--- src/rtl/mux_4_1_rr_arbiter_if.sv ---
// ---------------------------------------------------------------------------
// mux_4_1_rr_arbiter_if
// Bundle of request, mux data and grant/select signals exchanged between the
// four requesting sources (master side) and the round-robin arbiter that owns
// the 4:1 mux select (slave side).
// ---------------------------------------------------------------------------
interface mux_4_1_rr_arbiter_if;

    logic [3:0] req;      // one request line per source
    logic [3:0] data_in;  // mux data inputs I[0..3]
    logic [3:0] gnt;      // one-hot grant, zero when idle
    logic [1:0] sel;      // binary mux select, index of the gnt bit
    logic       valid;    // a grant is active
    logic       y;        // registered, gated mux output

    // Requesting side: drives requests and data, observes the grant.
    modport master (
        output req,
        output data_in,
        input  gnt,
        input  sel,
        input  valid,
        input  y
    );

    // Arbiter side: consumes requests and data, produces the grant.
    modport slave (
        input  req,
        input  data_in,
        output gnt,
        output sel,
        output valid,
        output y
    );

endinterface : mux_4_1_rr_arbiter_if

--- src/rtl/mux_4_1_rr_arbiter.sv ---
// ---------------------------------------------------------------------------
// mux_4_1_rr_arbiter
// Round-robin arbiter that shares a single 4:1 mux among four requesters.
// It drives a registered one-hot grant, a registered binary select, a valid
// flag and a registered, gated copy of the selected data bit.
//
// Optional feature, macro ARB_TIMEOUT_EN:
//   defined   - a grantee holding the mux for HOLD_MAX consecutive cycles is
//               forced to hand over when another source is requesting.
//   undefined - no hold counter; a grant lasts until its request drops.
//
// All outputs come straight from flops; there is no combinational path from
// any input to any output.
// ---------------------------------------------------------------------------
module mux_4_1_rr_arbiter #(
    parameter int RESET_PTR = 0,  // requester checked first after reset (0..3)
    parameter int HOLD_MAX  = 8   // max consecutive grant cycles (timeout build)
) (
    input  logic                  clk,
    input  logic                  rst,  // synchronous, active-high
    mux_4_1_rr_arbiter_if.slave   bus
);

    // -----------------------------------------------------------------------
    // Elaboration-time parameter sanity
    // -----------------------------------------------------------------------
    if ((RESET_PTR < 0) || (RESET_PTR > 3) || (HOLD_MAX < 2)) begin : g_bad_param
        $error("mux_4_1_rr_arbiter: RESET_PTR must be 0..3 and HOLD_MAX >= 2");
    end

    localparam logic [1:0] RESET_PTR_V = 2'(RESET_PTR);

    // -----------------------------------------------------------------------
    // FSM encoding
    // -----------------------------------------------------------------------
    typedef enum logic [0:0] {
        ST_IDLE  = 1'b0,
        ST_GRANT = 1'b1
    } state_t;

    // -----------------------------------------------------------------------
    // Round-robin search: first set bit of req_v starting at index start,
    // wrapping modulo 4. Callers only use the result when req_v is non-zero.
    // -----------------------------------------------------------------------
    function automatic logic [1:0] rr_pick(input logic [3:0] req_v,
                                           input logic [1:0] start);
        logic [1:0] idx;
        logic [1:0] cand;
        logic       found;
        idx   = start;
        found = 1'b0;
        for (int i = 0; i < 4; i++) begin
            cand = start + 2'(i);
            if (!found && req_v[cand]) begin
                idx   = cand;
                found = 1'b1;
            end else begin
                found = found;
            end
        end
        return idx;
    endfunction

    // One-hot decode of a 2-bit index.
    function automatic logic [3:0] onehot4(input logic [1:0] idx);
        logic [3:0] oh;
        oh      = 4'b0000;
        oh[idx] = 1'b1;
        return oh;
    endfunction

    // -----------------------------------------------------------------------
    // State and output registers
    // -----------------------------------------------------------------------
    state_t     state_q, state_d;
    logic [1:0] ptr_q,   ptr_d;
    logic [3:0] gnt_q,   gnt_d;
    logic [1:0] sel_q,   sel_d;
    logic       valid_q, valid_d;
    logic       y_q,     y_d;

    // Decoded conditions used by the next-state logic.
    logic [3:0] others_s;    // requests other than the current grantee
    logic       release_s;   // current grantee dropped its request
    logic       timeout_s;   // grantee must yield because it held too long
    logic [1:0] pick_idx_s;  // arbitration winner for this edge
    logic [1:0] pick_start_s;
    logic [3:0] pick_req_s;

`ifdef ARB_TIMEOUT_EN
    localparam int             CNT_W     = (HOLD_MAX > 2) ? $clog2(HOLD_MAX) : 1;
    localparam logic [CNT_W-1:0] HOLD_LAST = CNT_W'(HOLD_MAX - 1);

    logic [CNT_W-1:0] hold_cnt_q, hold_cnt_d;
`endif

    // Requests that compete with the current grantee.
    assign others_s  = bus.req & ~gnt_q;
    assign release_s = (state_q == ST_GRANT) && !bus.req[sel_q];

`ifdef ARB_TIMEOUT_EN
    // Forced yield only makes sense when somebody else is waiting.
    assign timeout_s = (state_q == ST_GRANT) && (hold_cnt_q == HOLD_LAST) &&
                       (others_s != 4'b0000);
`else
    assign timeout_s = 1'b0;
`endif

    // Select search vector and start point for the single arbitration search.
    always_comb begin
        pick_req_s   = bus.req;
        pick_start_s = ptr_q;
        if (state_q == ST_GRANT) begin
            // Handover searches just past the yielding grantee.
            pick_req_s   = others_s;
            pick_start_s = sel_q + 2'd1;
        end else begin
            pick_req_s   = bus.req;
            pick_start_s = ptr_q;
        end
    end

    assign pick_idx_s = rr_pick(pick_req_s, pick_start_s);

    // Next-state and grant logic for the IDLE/GRANT controller.
    always_comb begin
        state_d = state_q;
        ptr_d   = ptr_q;
        gnt_d   = gnt_q;
        sel_d   = sel_q;
        valid_d = valid_q;
`ifdef ARB_TIMEOUT_EN
        hold_cnt_d = hold_cnt_q;
`endif
        case (state_q)
            ST_IDLE: begin
                if (bus.req != 4'b0000) begin
                    // Fresh grant from idle; pointer is left where it was.
                    state_d = ST_GRANT;
                    gnt_d   = onehot4(pick_idx_s);
                    sel_d   = pick_idx_s;
                    valid_d = 1'b1;
`ifdef ARB_TIMEOUT_EN
                    hold_cnt_d = '0;
`endif
                end else begin
                    state_d = ST_IDLE;
                    gnt_d   = 4'b0000;
                    sel_d   = 2'd0;
                    valid_d = 1'b0;
                end
            end

            ST_GRANT: begin
                if (release_s || timeout_s) begin
                    // Yielding source drops to lowest priority.
                    ptr_d = sel_q + 2'd1;
                    if (others_s != 4'b0000) begin
                        // Direct handover in the same edge, no idle bubble.
                        state_d = ST_GRANT;
                        gnt_d   = onehot4(pick_idx_s);
                        sel_d   = pick_idx_s;
                        valid_d = 1'b1;
`ifdef ARB_TIMEOUT_EN
                        hold_cnt_d = '0;
`endif
                    end else begin
                        state_d = ST_IDLE;
                        gnt_d   = 4'b0000;
                        sel_d   = 2'd0;
                        valid_d = 1'b0;
`ifdef ARB_TIMEOUT_EN
                        hold_cnt_d = '0;
`endif
                    end
                end else begin
                    // Hold the grant; other request lines are ignored.
                    state_d = ST_GRANT;
                    gnt_d   = gnt_q;
                    sel_d   = sel_q;
                    valid_d = 1'b1;
`ifdef ARB_TIMEOUT_EN
                    // Saturate so a lone requester keeps the grant forever.
                    if (hold_cnt_q != HOLD_LAST) begin
                        hold_cnt_d = hold_cnt_q + CNT_W'(1);
                    end else begin
                        hold_cnt_d = hold_cnt_q;
                    end
`endif
                end
            end

            default: begin
                // Unreachable encoding: recover to a clean idle state.
                state_d = ST_IDLE;
                ptr_d   = RESET_PTR_V;
                gnt_d   = 4'b0000;
                sel_d   = 2'd0;
                valid_d = 1'b0;
`ifdef ARB_TIMEOUT_EN
                hold_cnt_d = '0;
`endif
            end
        endcase
    end

    // Gated data path uses the select that was valid before this edge.
    always_comb begin
        if (valid_q) begin
            y_d = bus.data_in[sel_q];
        end else begin
            y_d = 1'b0;
        end
    end

    // State, pointer and output registers with synchronous reset.
    always_ff @(posedge clk) begin
        if (rst) begin
            state_q <= ST_IDLE;
            ptr_q   <= RESET_PTR_V;
            gnt_q   <= 4'b0000;
            sel_q   <= 2'd0;
            valid_q <= 1'b0;
            y_q     <= 1'b0;
        end else begin
            state_q <= state_d;
            ptr_q   <= ptr_d;
            gnt_q   <= gnt_d;
            sel_q   <= sel_d;
            valid_q <= valid_d;
            y_q     <= y_d;
        end
    end

`ifdef ARB_TIMEOUT_EN
    // Consecutive-grant counter for the forced handover.
    always_ff @(posedge clk) begin
        if (rst) begin
            hold_cnt_q <= '0;
        end else begin
            hold_cnt_q <= hold_cnt_d;
        end
    end
`endif

    // Outputs are driven directly from flops.
    assign bus.gnt   = gnt_q;
    assign bus.sel   = sel_q;
    assign bus.valid = valid_q;
    assign bus.y     = y_q;

endmodule : mux_4_1_rr_arbiter

--- src/flat_wrapper.sv ---
// flat-port wrapper written by rule: the top's interface ports become plain ports
module mux_4_1_rr_arbiter_flat 
#(
    parameter int RESET_PTR = 0,                                               
    parameter int HOLD_MAX  = 8                                                  
)
  (clk, rst, bus_req, bus_data_in, bus_gnt, bus_sel, bus_valid, bus_y);
  mux_4_1_rr_arbiter_if bus_i ();
  input  logic clk;
  input  logic rst;
  input wire logic [$bits(bus_i.req)-1:0] bus_req;
  input wire logic [$bits(bus_i.data_in)-1:0] bus_data_in;
  output wire logic [$bits(bus_i.gnt)-1:0] bus_gnt;
  output wire logic [$bits(bus_i.sel)-1:0] bus_sel;
  output wire logic [$bits(bus_i.valid)-1:0] bus_valid;
  output wire logic [$bits(bus_i.y)-1:0] bus_y;
  assign bus_i.req = bus_req;
  assign bus_i.data_in = bus_data_in;
  assign bus_gnt = bus_i.gnt;
  assign bus_sel = bus_i.sel;
  assign bus_valid = bus_i.valid;
  assign bus_y = bus_i.y;
  mux_4_1_rr_arbiter #(.RESET_PTR(RESET_PTR), .HOLD_MAX(HOLD_MAX)) u_core (.clk(clk), .rst(rst), .bus(bus_i));
endmodule
--- config.mk ---
export PLATFORM = sky130hd
export DESIGN_NAME = mux_4_1_rr_arbiter_flat
export DESIGN_NICKNAME = d
export VERILOG_FILES = /design/src/rtl/mux_4_1_rr_arbiter_if.sv /design/src/rtl/mux_4_1_rr_arbiter.sv /design/src/flat_wrapper.sv
export SDC_FILE = /design/constraint.sdc
export NUM_CORES = 1
export LEC_CHECK = 0
export BUFFER_PORTS_ARGS = -buffer_cell sky130_fd_sc_hd__buf_2
export CAP_MARGIN = 15
export CORE_MARGIN = 3
export CORE_UTILIZATION = 30
export DETAILED_ROUTE_END_ITERATION = 8
export GPL_ROUTABILITY_DRIVEN = 1
export GPL_TIMING_DRIVEN = 0
export PLACE_DENSITY = 0.55
export SYNTH_ARGS = -nofsm -noshare
export SYNTH_HDL_FRONTEND = slang
export SYNTH_SLANG_ARGS = --single-unit
--- constraint.sdc ---
create_clock -name clk -period 3.76 [get_ports clk]
set_input_delay 0.188 -clock clk [delete_from_list [all_inputs] [get_ports clk]]
set_output_delay 0.188 -clock clk [all_outputs]
set_load 0.02 [all_outputs]
==> flow_summary.yaml, run 1 <==
timing:
  timing.final.crit_period_ns: 2.09
  slew_viol_final: 0
  holdWs_ns: 0.283
  fin_crit_sh_pct: 55.5
  relSlewSlack_pct: 72.8
  timing.setup.tns_ns: 0
  setup_viol: 0
  rsz0062_at_grt: "false"
  hold_viol_final: 0
  finClkSkew_ns: 0.00674
  worst_slew_pin_slew_ns: 0.406
  max_freq_ghz: 0.479
place:
  place_area_um2: 802
  hpwl_um: 1270
  io_buffers: 16
  gp_congestion: 0.920
pwr:
  leakage_nw: 0.360
  p_per_area_nw_per_um2: 412
  p_sw_mw: 0.125
  irDropWorstVdd_v: 0.000169
  p_comb_share_pct: 38.2
  p_sw_share_pct: 36.9
  pwr-share-seq_pct: 39.5
  p_total_mw: 0.339
  p_clk_share_pct: 22.3
  p_int_mw: 0.214
logic_synthesis:
  syn_area_per_cell_um2: 8.60
  yosysMostFrequentCell: "dfxtp_1"
  ys_seq_elements: 10
  synth_fp_nets: 90
  synth_warnings: 0
  synthArstFlopShare_pct: 0
  synth_top_area_share_pct: 29.1
  synth_ff_type: "dfxtp_1"
  netlist_area_um2: 688
  synthCells: 80
  synth_edf_count: 0
  ys_seq_area_share_pct: 29.1
  synthTopCellsByCount: "10 x dfxtp_1, 7 x nor2_1, 5 x nand2_1"
  synth_area_leader_cell: "dfxtp_1"
  yosys.cell_types.count: 41
  netlist_top_cells_area: "dfxtp_1 29%, mux4_1 3.8%, nor2_1 3.8%, and3b_1 3.8%, a31oi_1 3.6%"
finish:
  final_util_pct: 40.0
  fillers: 222
  drive_gt1_share_pct: 25.3
  nNetsFinal: 111
  stdcell_area_um2: 825
  diodes: 0
  synthToLayoutAreaGrowth_pct: 19.8
setup_path:
  start_kind: "register"
  endpoint_kind: "register"
  ff2ff_setup_slack_ns: 1.67
  crit_chain: "buf_4, buf_2, nand4b_1, a21o_1, and3_1, or4_1, o21ai_1"
  critPathMaxFanout: 10
  crit_slowest_cell: "or4_1"
  max_stage_delay_ns: 0.50
  crit_required_ns: 3.97
  critPathKind: "register to register"
  critPathBufInv: 2
  critPathTopFamily: "simple AND/OR/NAND/NOR gates"
  arrival_ns: 2.29
floorplan:
  io_pins: 18
  dieArea_um2: 2900
  chipWidth_um: 53.9
  die_h_um: 53.9
  coreArea_um2: 2060
  rows: 16
  initial_core_util_pct: 33.4
global_route:
  grt_pass1_wl_um: 2810
  grt.total_usage_pct: 13.3
  grt_remaining_overflow: 0
  grt_pass1_vias: 595
  antenna_found_initial: 0
  grt_max_degree: 11
route:
  wl_um: 1680
  detail_route.wl_per_cell_um: 13.3
  avgViaCountPerCell: 5.41
  first_iter_violations: 14
  drc: 0
  dr.pass1.iters: 4
  num_vias: 682
  postRouteAntennaNets: 0
clock_network:
  clock_latency_ns: 0.27
  cts.clk_slew.worst_paths_ns: 0.07
  ctsLongestPathBuffers: 2
  h-tree-depth: 1
  clkSinkCount: 10
  cts_tree: "yes"
  cts_hold_buf: 0
  clockRootBuffer: "clkbuf_4"
  cts-resized-gates: 0
  cts_buffers: 3
  postCtsSetupRepairBufs: 0
job:
  drv_cap: 0
outcome:
  status: "completed"
min_path:
  hold_path.class: "input port to register"
through the flow:
step                setup WS (ns)  instances
global route                 1.52        126
floorplan                    1.69         80
finish                       1.67        126
detailed placement           1.68        123
global placement             1.67        123
CTS                          1.68        126
final cells by class:
cell class	count	area, um2	share of cell area, %
multi-input cells	63	449	54.5
well taps	27	33.8	4.10
clock buffers	3	22.5	2.73
flip-flops and latches	10	200	24.3
inverters	3	11.3	1.37
repair buffers	16	80.1	9.71
plain buffers	4	27.5	3.34
path summary, 6_finish.rpt:
path,from,endpoint,cells past startpoint
setup / recovery,u_core.state_q$_SDFF_PP0_,u_core.bus.gnt[1]$_SDFFE_PP0P_,7
hold / removal,rst,u_core.ptr_q[1]$_SDFFE_PP0P_,2
setup reg to reg,u_core.state_q$_SDFF_PP0_,u_core.bus.gnt[1]$_SDFFE_PP0P_,7
hold reg to reg,u_core.bus.gnt[0]$_SDFFE_PP0P_,u_core.bus.gnt[0]$_SDFFE_PP0P_,2
sequential cells by signal, indices dropped and copies added (netlist names):
| signal | flops |
|---|---|
| u_core.bus.gnt | 4 |
| u_core.bus.sel | 2 |
| u_core.ptr_q | 2 |
| u_core.bus.y | 1 |
| u_core.state_q | 1 |
power groups by stage:
stage	Combinational, mW	Sequential, mW	Clock (mW)
2_1_floorplan	0.0830	0.147	0
3_3_place_gp	0.129	0.137	0
3_5_place_dp	0.129	0.137	0
4_1_cts	0.130	0.134	0.0762
5_1_grt	0.143	0.137	0.0815
6_report	0.130	0.134	0.0756
cells by family after synthesis:
logic type / Yosys count / synth area share [%]
AO/OA/AOI/OAI: 25 / 25.6
XOR/XNOR: 1 / 1.27
buffers and inverters: 7 / 5.64
flip-flops: 10 / 29.1
multiplexers: 5 / 10.7
AND/OR/NAND/NOR: 32 / 27.6
per-layer routing:
metal	vias to the layer above	wire length [um]	GRT usage (%)	share of wire, %
met2	15	730	18.3	43
met1	324	841	19.5	50
met5	-	0	0	0
li1	341	-	-	-
met4	0	16	5.11	0.95
met3	2	91	3.32	5.4
cell usage in the layout, fill, tap and decap left out, types with 3 or more instances in the layout:
cell / n
and3b_1: 3
dfxtp_1: 10
buf_2: 17
clkbuf_4: 3
nand2_1: 5
nor2_1: 7
a31oi_1: 4
nand2b_1: 3
inv_1: 3
or3_1: 3
a21oi_1: 4
Power figures use the tool's default switching activity.
==> run 2: changes to the inputs <==
clock period = 2 ns   (was 3.76 ns; I/O delays follow)
==> run 2 against run 1 <==
Total power rose by 110%. Hold slack got worse by 0.074 ns. Non-clock buffer count rose by 1. Sequential power rose by 93%. Clock skew barely moved. Critical path type unchanged.
==> flow_summary.yaml, run 2 (synthesized netlist as in run 1, its figures left out) <==
outcome:
  status: "completed"
setup_path:
  start_kind: "register"
  arrival_ns: 2.14
  critPathKind: "register to register"
  r2r_end: "u_core.bus.sel[0]$_SDFFE_PP0P_"
  crit_required_ns: 2.20
  endpoint_kind: "register"
  rr_worst_depth: 7
  ff2ff_setup_slack_ns: 0.06
  r2r_start: "u_core.bus.sel[0]$_SDFFE_PP0P_"
  critPathMaxFanout: 7
global_route:
  grt.total_usage_pct: 13.3
  grt_max_degree: 11
  grt_pass1_vias: 623
  antenna_found_initial: 0
  grt_remaining_overflow: 0
  grt_pass1_wl_um: 2780
pwr:
  leakage_nw: 0.387
  pwr-share-seq_pct: 36.5
  p_int_mw: 0.444
  irDropWorstVdd_v: 0.000363
  p_per_area_nw_per_um2: 765
  p_sw_mw: 0.262
  p_comb_share_pct: 43.6
  p_total_mw: 0.707
  p_sw_share_pct: 37.1
  p_clk_share_pct: 19.9
place:
  gp_congestion: 0.838
  hpwl_um: 1300
  pre_cts_slack_ns: -0.0907
  io_buffers: 16
timing:
  max_freq_ghz: 0.514
  rsz0062_at_grt: "true"
  setup_slack_ns: 0.0555
  fin_crit_sh_pct: 97.2
  timing.final.crit_period_ns: 1.94
  hold_viol_final: 0
  finClkSkew_ns: 0.00679
  holdWs_ns: 0.209
  worst_slew_pin_slew_ns: 0.448
  relSlewSlack_pct: 70.1
  setup_viol: 0
  slew_viol_final: 0
floorplan:
  coreArea_um2: 2060
  die_h_um: 53.9
  io_pins: 18
  rows: 16
  initial_core_util_pct: 33.4
  dieArea_um2: 2900
  chipWidth_um: 53.9
finish:
  fillers: 206
  drive_gt1_share_pct: 40.0
  final_common_cell: "buf_2"
  diodes: 0
  nNetsFinal: 112
  largest_reg_flops: 4
  synthToLayoutAreaGrowth_pct: 34.2
  final_util_pct: 44.8
  final_cell_mix: "16 x buf_2, 7 x nor2_1, 7 x dfxtp_1"
min_path:
  holdPathStages: 2
  hold_path.class: "input port to register"
  min-delay-start: "rst"
  holdPathEnd: "u_core.ptr_q[1]$_SDFFE_PP0P_"
route:
  first_iter_violations: 22
  detail_route.wl_per_cell_um: 15.2
  drc: 0
  avgViaCountPerCell: 5.73
  wl_um: 1930
  num_vias: 728
  dr.pass1.iters: 4
  postRouteAntennaNets: 0
clock_network:
  cts_hold_buf: 0
  clock_latency_ns: 0.27
  clkSinkCount: 10
  clockRootBuffer: "clkbuf_4"
  cts.clk_slew.worst_paths_ns: 0.07
  ctsLongestPathBuffers: 2
  cts_tree: "yes"
  h-tree-depth: 1
  cts_buffers: 3
job:
  drv_cap: 0
run 2: changes by cell type in the layout (fill, tap and decap cells not counted), moves of 2 or more:
cell,change
dfxtp_1,-3
dfxtp_2,+2
mux2_1,-2
mux2_4,+2
o21ai_2,+2
or3_1,-2
or3_4,+2
run 2: power by group through the flow:
stage / registers (mW) / clock network [mW] / logic (mW)
floorplan: 0.277 / 0 / 0.156
global placement: 0.258 / 0 / 0.244
detailed placement: 0.258 / 0 / 0.244
CTS: 0.255 / 0.143 / 0.260
global route: 0.263 / 0.148 / 0.333
finish: 0.258 / 0.141 / 0.308
run 2: worst max-delay path by stage:
stage                     slack (ns)                        endpoint                           start  depth (start not counted)
after floorplan                0.009  u_core.bus.gnt[0]$_SDFFE_PP0P_       u_core.state_q$_SDFF_PP0_                          7
after global placement         -0.11  u_core.bus.gnt[1]$_SDFFE_PP0P_       u_core.state_q$_SDFF_PP0_                          7
after detailed placement       -0.09  u_core.bus.gnt[0]$_SDFFE_PP0P_       u_core.state_q$_SDFF_PP0_                          7
after CTS                      0.001  u_core.bus.gnt[0]$_SDFFE_PP0P_  u_core.bus.sel[0]$_SDFFE_PP0P_                          6
after global routing           -0.02  u_core.bus.sel[0]$_SDFFE_PP0P_  u_core.bus.sel[0]$_SDFFE_PP0P_                          7
final                           0.06  u_core.bus.sel[0]$_SDFFE_PP0P_  u_core.bus.sel[0]$_SDFFE_PP0P_                          7
run 2: metrics by stage:
| stage | TNS, ns | cell area, um2 | std cells |
|---|---|---|---|
| floorplan | 0 | 689 | 80 |
| global placement | -0.268 | 803 | 123 |
| detailed placement | -0.211 | 803 | 123 |
| CTS | 0 | 850 | 127 |
| global route | -0.0236 | 923 | 127 |
| finish | 0 | 923 | 127 |
run 2: worst max-delay path, cell delays in order (launching register included):
cell	delay, ns
dfxtp_2	0.34
buf_8	0.14
xor2_4	0.20
and4b_1	0.21
a2111oi_1	0.06
or3_4	0.41
or3_4	0.38
a21oi_2	0.13
run 2: routing by layer:
metal / vias up / track usage (%) / part of all wire, %
li1: 345 / - / -
met1: 344 / 18.6 / 45
met2: 33 / 19.0 / 47
met3: 6 / 3.32 / 6.1
met4: 0 / 5.96 / 1.5
met5: - / 0 / 0
run 2: timing repair:
item | 4_1_cts | 5_1_grt
setup buffers | 1 | 0
setup endpoints to repair | 3 | 3
gates resized for setup | 5 | 18
pin swaps | 0 | 7
run 2: cell type report:
| cell class | instances | area, um2 | share of cell area, % |
|---|---|---|---|
| plain buffers | 4 | 41.3 | 4.47 |
| clock buffers | 3 | 22.5 | 2.44 |
| inverters | 3 | 11.3 | 1.22 |
| multi-input cells | 63 | 520 | 56.4 |
| flip-flops and latches | 10 | 206 | 22.4 |
| well taps | 27 | 33.8 | 3.66 |
| repair buffers | 17 | 87.6 | 9.49 |
==> run 3: changes to the inputs <==
ABC_AREA = 1   (was default)
CORE_ASPECT_RATIO = 0.5   (was default)
PLACE_DENSITY = 0.53   (was 0.55)
==> run 3 against run 2 <==
Die area grew 39%. Clock skew shrank 0.0054 ns. Routed wire length grew 44%. Via count grew 54%.
==> flow_summary.yaml, run 3 <==
floorplan:
  rows: 13
  die_h_um: 46.4
  coreArea_um2: 2850
  dieArea_um2: 4030
  chipWidth_um: 86.9
  io_pins: 18
  initial_core_util_pct: 34.5
route:
  detail_route.wl_per_cell_um: 11.9
  avgViaCountPerCell: 4.81
  drc: 0
  postRouteAntennaNets: 0
  num_vias: 1121
  first_iter_violations: 27
  dr.pass1.iters: 4
  wl_um: 2770
logic_synthesis:
  ys_seq_area_share_pct: 20.4
  synth_top_area_share_pct: 28.3
  syn_area_per_cell_um2: 5.87
  synthArstFlopShare_pct: 0
  synth_edf_count: 0
  synthCells: 167
  netlist_area_um2: 981
  yosysMostFrequentCell: "nand2_1"
  synth_fp_nets: 177
  synthTopCellsByCount: "74 x nand2_1, 18 x nand3_1, 13 x inv_1"
  synth_warnings: 0
  synth_area_leader_cell: "nand2_1"
  netlist_top_cells_area: "nand2_1 28%, dfxtp_1 20%, nand3_1 9.2%, nand2_2 7.7%, a21oi_1 5.1%"
  synth_ff_type: "dfxtp_1"
  ys_seq_elements: 10
  yosys.cell_types.count: 23
job:
  drv_cap: 0
clock_network:
  cts.clk_slew.worst_paths_ns: 0.05
  cts_tree: "yes"
  clockRootBuffer: "clkbuf_8"
  ctsLongestPathBuffers: 2
  clkSinkCount: 10
  cts_buffers: 3
  h-tree-depth: 1
  cts_hold_buf: 0
  clock_latency_ns: 0.24
pwr:
  pwr-share-seq_pct: 15.5
  p_sw_mw: 1.19
  p_int_mw: 1.03
  leakage_nw: 0.695
  p_comb_share_pct: 74.9
  p_clk_share_pct: 9.6
  p_per_area_nw_per_um2: 1590
  irDropWorstVdd_v: 0.000701
  p_sw_share_pct: 53.6
place:
  post-place-cells: 220
  hpwl_um: 2010
  io_buffers: 16
  gp_congestion: 0.781
  place_area_um2: 1110
setup_path:
  ff2ff_setup_slack_ns: 0.09
  crit_end: "u_core.bus.gnt[1]$_SDFFE_PP0P_"
  critPathMaxFanout: 8
  r2r_start: "u_core.state_q$_SDFF_PP0_"
  critPathLaunch: "u_core.state_q$_SDFF_PP0_"
  r2r_end: "u_core.bus.gnt[1]$_SDFFE_PP0P_"
  endpoint_kind: "register"
  rr_worst_depth: 15
  crit_chain: "clkbuf_16, o21ai_4, buf_6, nand2_2, nand2_4, nand2_2, nand2_4, nand3_4, nand2_1, nand2_2, nand2_4, nand2_4, nor2_4, nand2_2, a21oi_2"
  max_stage_delay_ns: 0.37
  crit_required_ns: 2.17
  start_kind: "register"
  arrival_ns: 2.07
  critPathKind: "register to register"
  crit_slowest_cell: "dfxtp_4"
timing:
  timing.final.crit_period_ns: 1.91
  finClkSkew_ns: 0.00141
  relSlewSlack_pct: 63.0
  slew_viol_final: 0
  max_freq_ghz: 0.525
  holdWs_ns: 0.224
  hold_viol_final: 0
  worst_slew_pin_slew_ns: 0.555
  fin_crit_sh_pct: 95.3
  setup_viol: 0
finish:
  stdcell_area_um2: 1400
  multi_input_area_um2: 802
  fillers: 286
  ff_latch_area_um2: 206
  synthToLayoutAreaGrowth_pct: 42.3
  final_cells: 233
  diodes: 0
  nNetsFinal: 208
  drive_gt1_share_pct: 42.9
  final_cell_mix: "61 x nand2_1, 19 x nand2_2, 16 x buf_2"
  final_util_pct: 49.1
  largest_reg_flops: 4
  final_common_cell: "nand2_1"
min_path:
  holdPathStages: 5
  hold_path.class: "input port to register"
global_route:
  antenna_found_initial: 0
  grt_pass1_vias: 905
  grt_max_degree: 11
  grt_remaining_overflow: 0
  grt_pass1_wl_um: 4110
  grt.total_usage_pct: 13.6
outcome:
  status: "completed"
[run 3: cells by family after synthesis]
kind of cell           count (synthesis)  synth area share, %
flip-flops                            10                 20.4
AND/OR/NAND/NOR                      121                 58.8
AO/OA/AOI/OAI                         15                 9.44
buffers and inverters                 21                 11.4
[run 3: metal layers]
layer	global-route usage, %	vias to the layer above	wire (um)
met2	19.8	18	1210
li1	-	585	-
met5	0	-	0
met4	8.39	0	53
met1	19.6	514	1440
met3	1.07	4	66
[run 3: cell type report]
cell class,instances,share of cell area (%)
flip-flops and latches,10,14.8
repair buffers,26,12.4
well taps,37,3.32
clock buffers,3,2.96
plain buffers,5,4.03
inverters,16,5.11
multi-input cells,136,57.4
[run 3: through the flow]
stage | worst slack, ns | TNS [ns] | total power, mW
2_1_floorplan | 0.163 | 0 | 1.35
3_3_place_gp | 0.0810 | 0 | 1.63
3_5_place_dp | 0.0650 | 0 | 1.63
4_1_cts | 0.0359 | 0 | 1.84
5_1_grt | -0.0301 | -0.117 | 2.42
6_report | 0.0939 | 0 | 2.22
[run 3: worst min path at each step]
stage / endpoint / slack [ns] / startpoint
after detailed placement: u_core.bus.y$_SDFF_PP0_ / 0.47 / bus_data_in[2]
after global routing: u_core.bus.y$_SDFF_PP0_ / 0.25 / bus_data_in[2]
final: u_core.bus.y$_SDFF_PP0_ / 0.22 / bus_data_in[2]
after floorplan: u_core.bus.y$_SDFF_PP0_ / 0.36 / bus_data_in[2]
after global placement: u_core.bus.gnt[0]$_SDFFE_PP0P_ / 0.48 / u_core.bus.gnt[0]$_SDFFE_PP0P_
after CTS: u_core.bus.y$_SDFF_PP0_ / 0.22 / bus_data_in[2]
[run 3: critical path, delay by kind of cell (launching register included)]
| family | cells | cell delay, ns |
|---|---|---|
| AO/OA/AOI/OAI | 2 | 0.25 |
| flip-flops | 1 | 0.37 |
| buffers and inverters | 2 | 0.32 |
| AND/OR/NAND/NOR | 11 | 0.89 |
[run 3: power groups by stage]
| stage | sequential, mW | clock, mW | combinational, mW |
|---|---|---|---|
| after floorplan | 0.394 | 0 | 0.956 |
| after global placement | 0.335 | 0 | 1.29 |
| after detailed placement | 0.334 | 0 | 1.29 |
| after CTS | 0.331 | 0.215 | 1.30 |
| after global routing | 0.352 | 0.224 | 1.84 |
| final | 0.343 | 0.214 | 1.66 |
[run 3: what timing repair did]
| action | in CTS | in global routing |
|---|---|---|
| setup endpoints to repair | 0 | 6 |
| setup buffers | 0 | 9 |
| gates resized for setup | 0 | 41 |
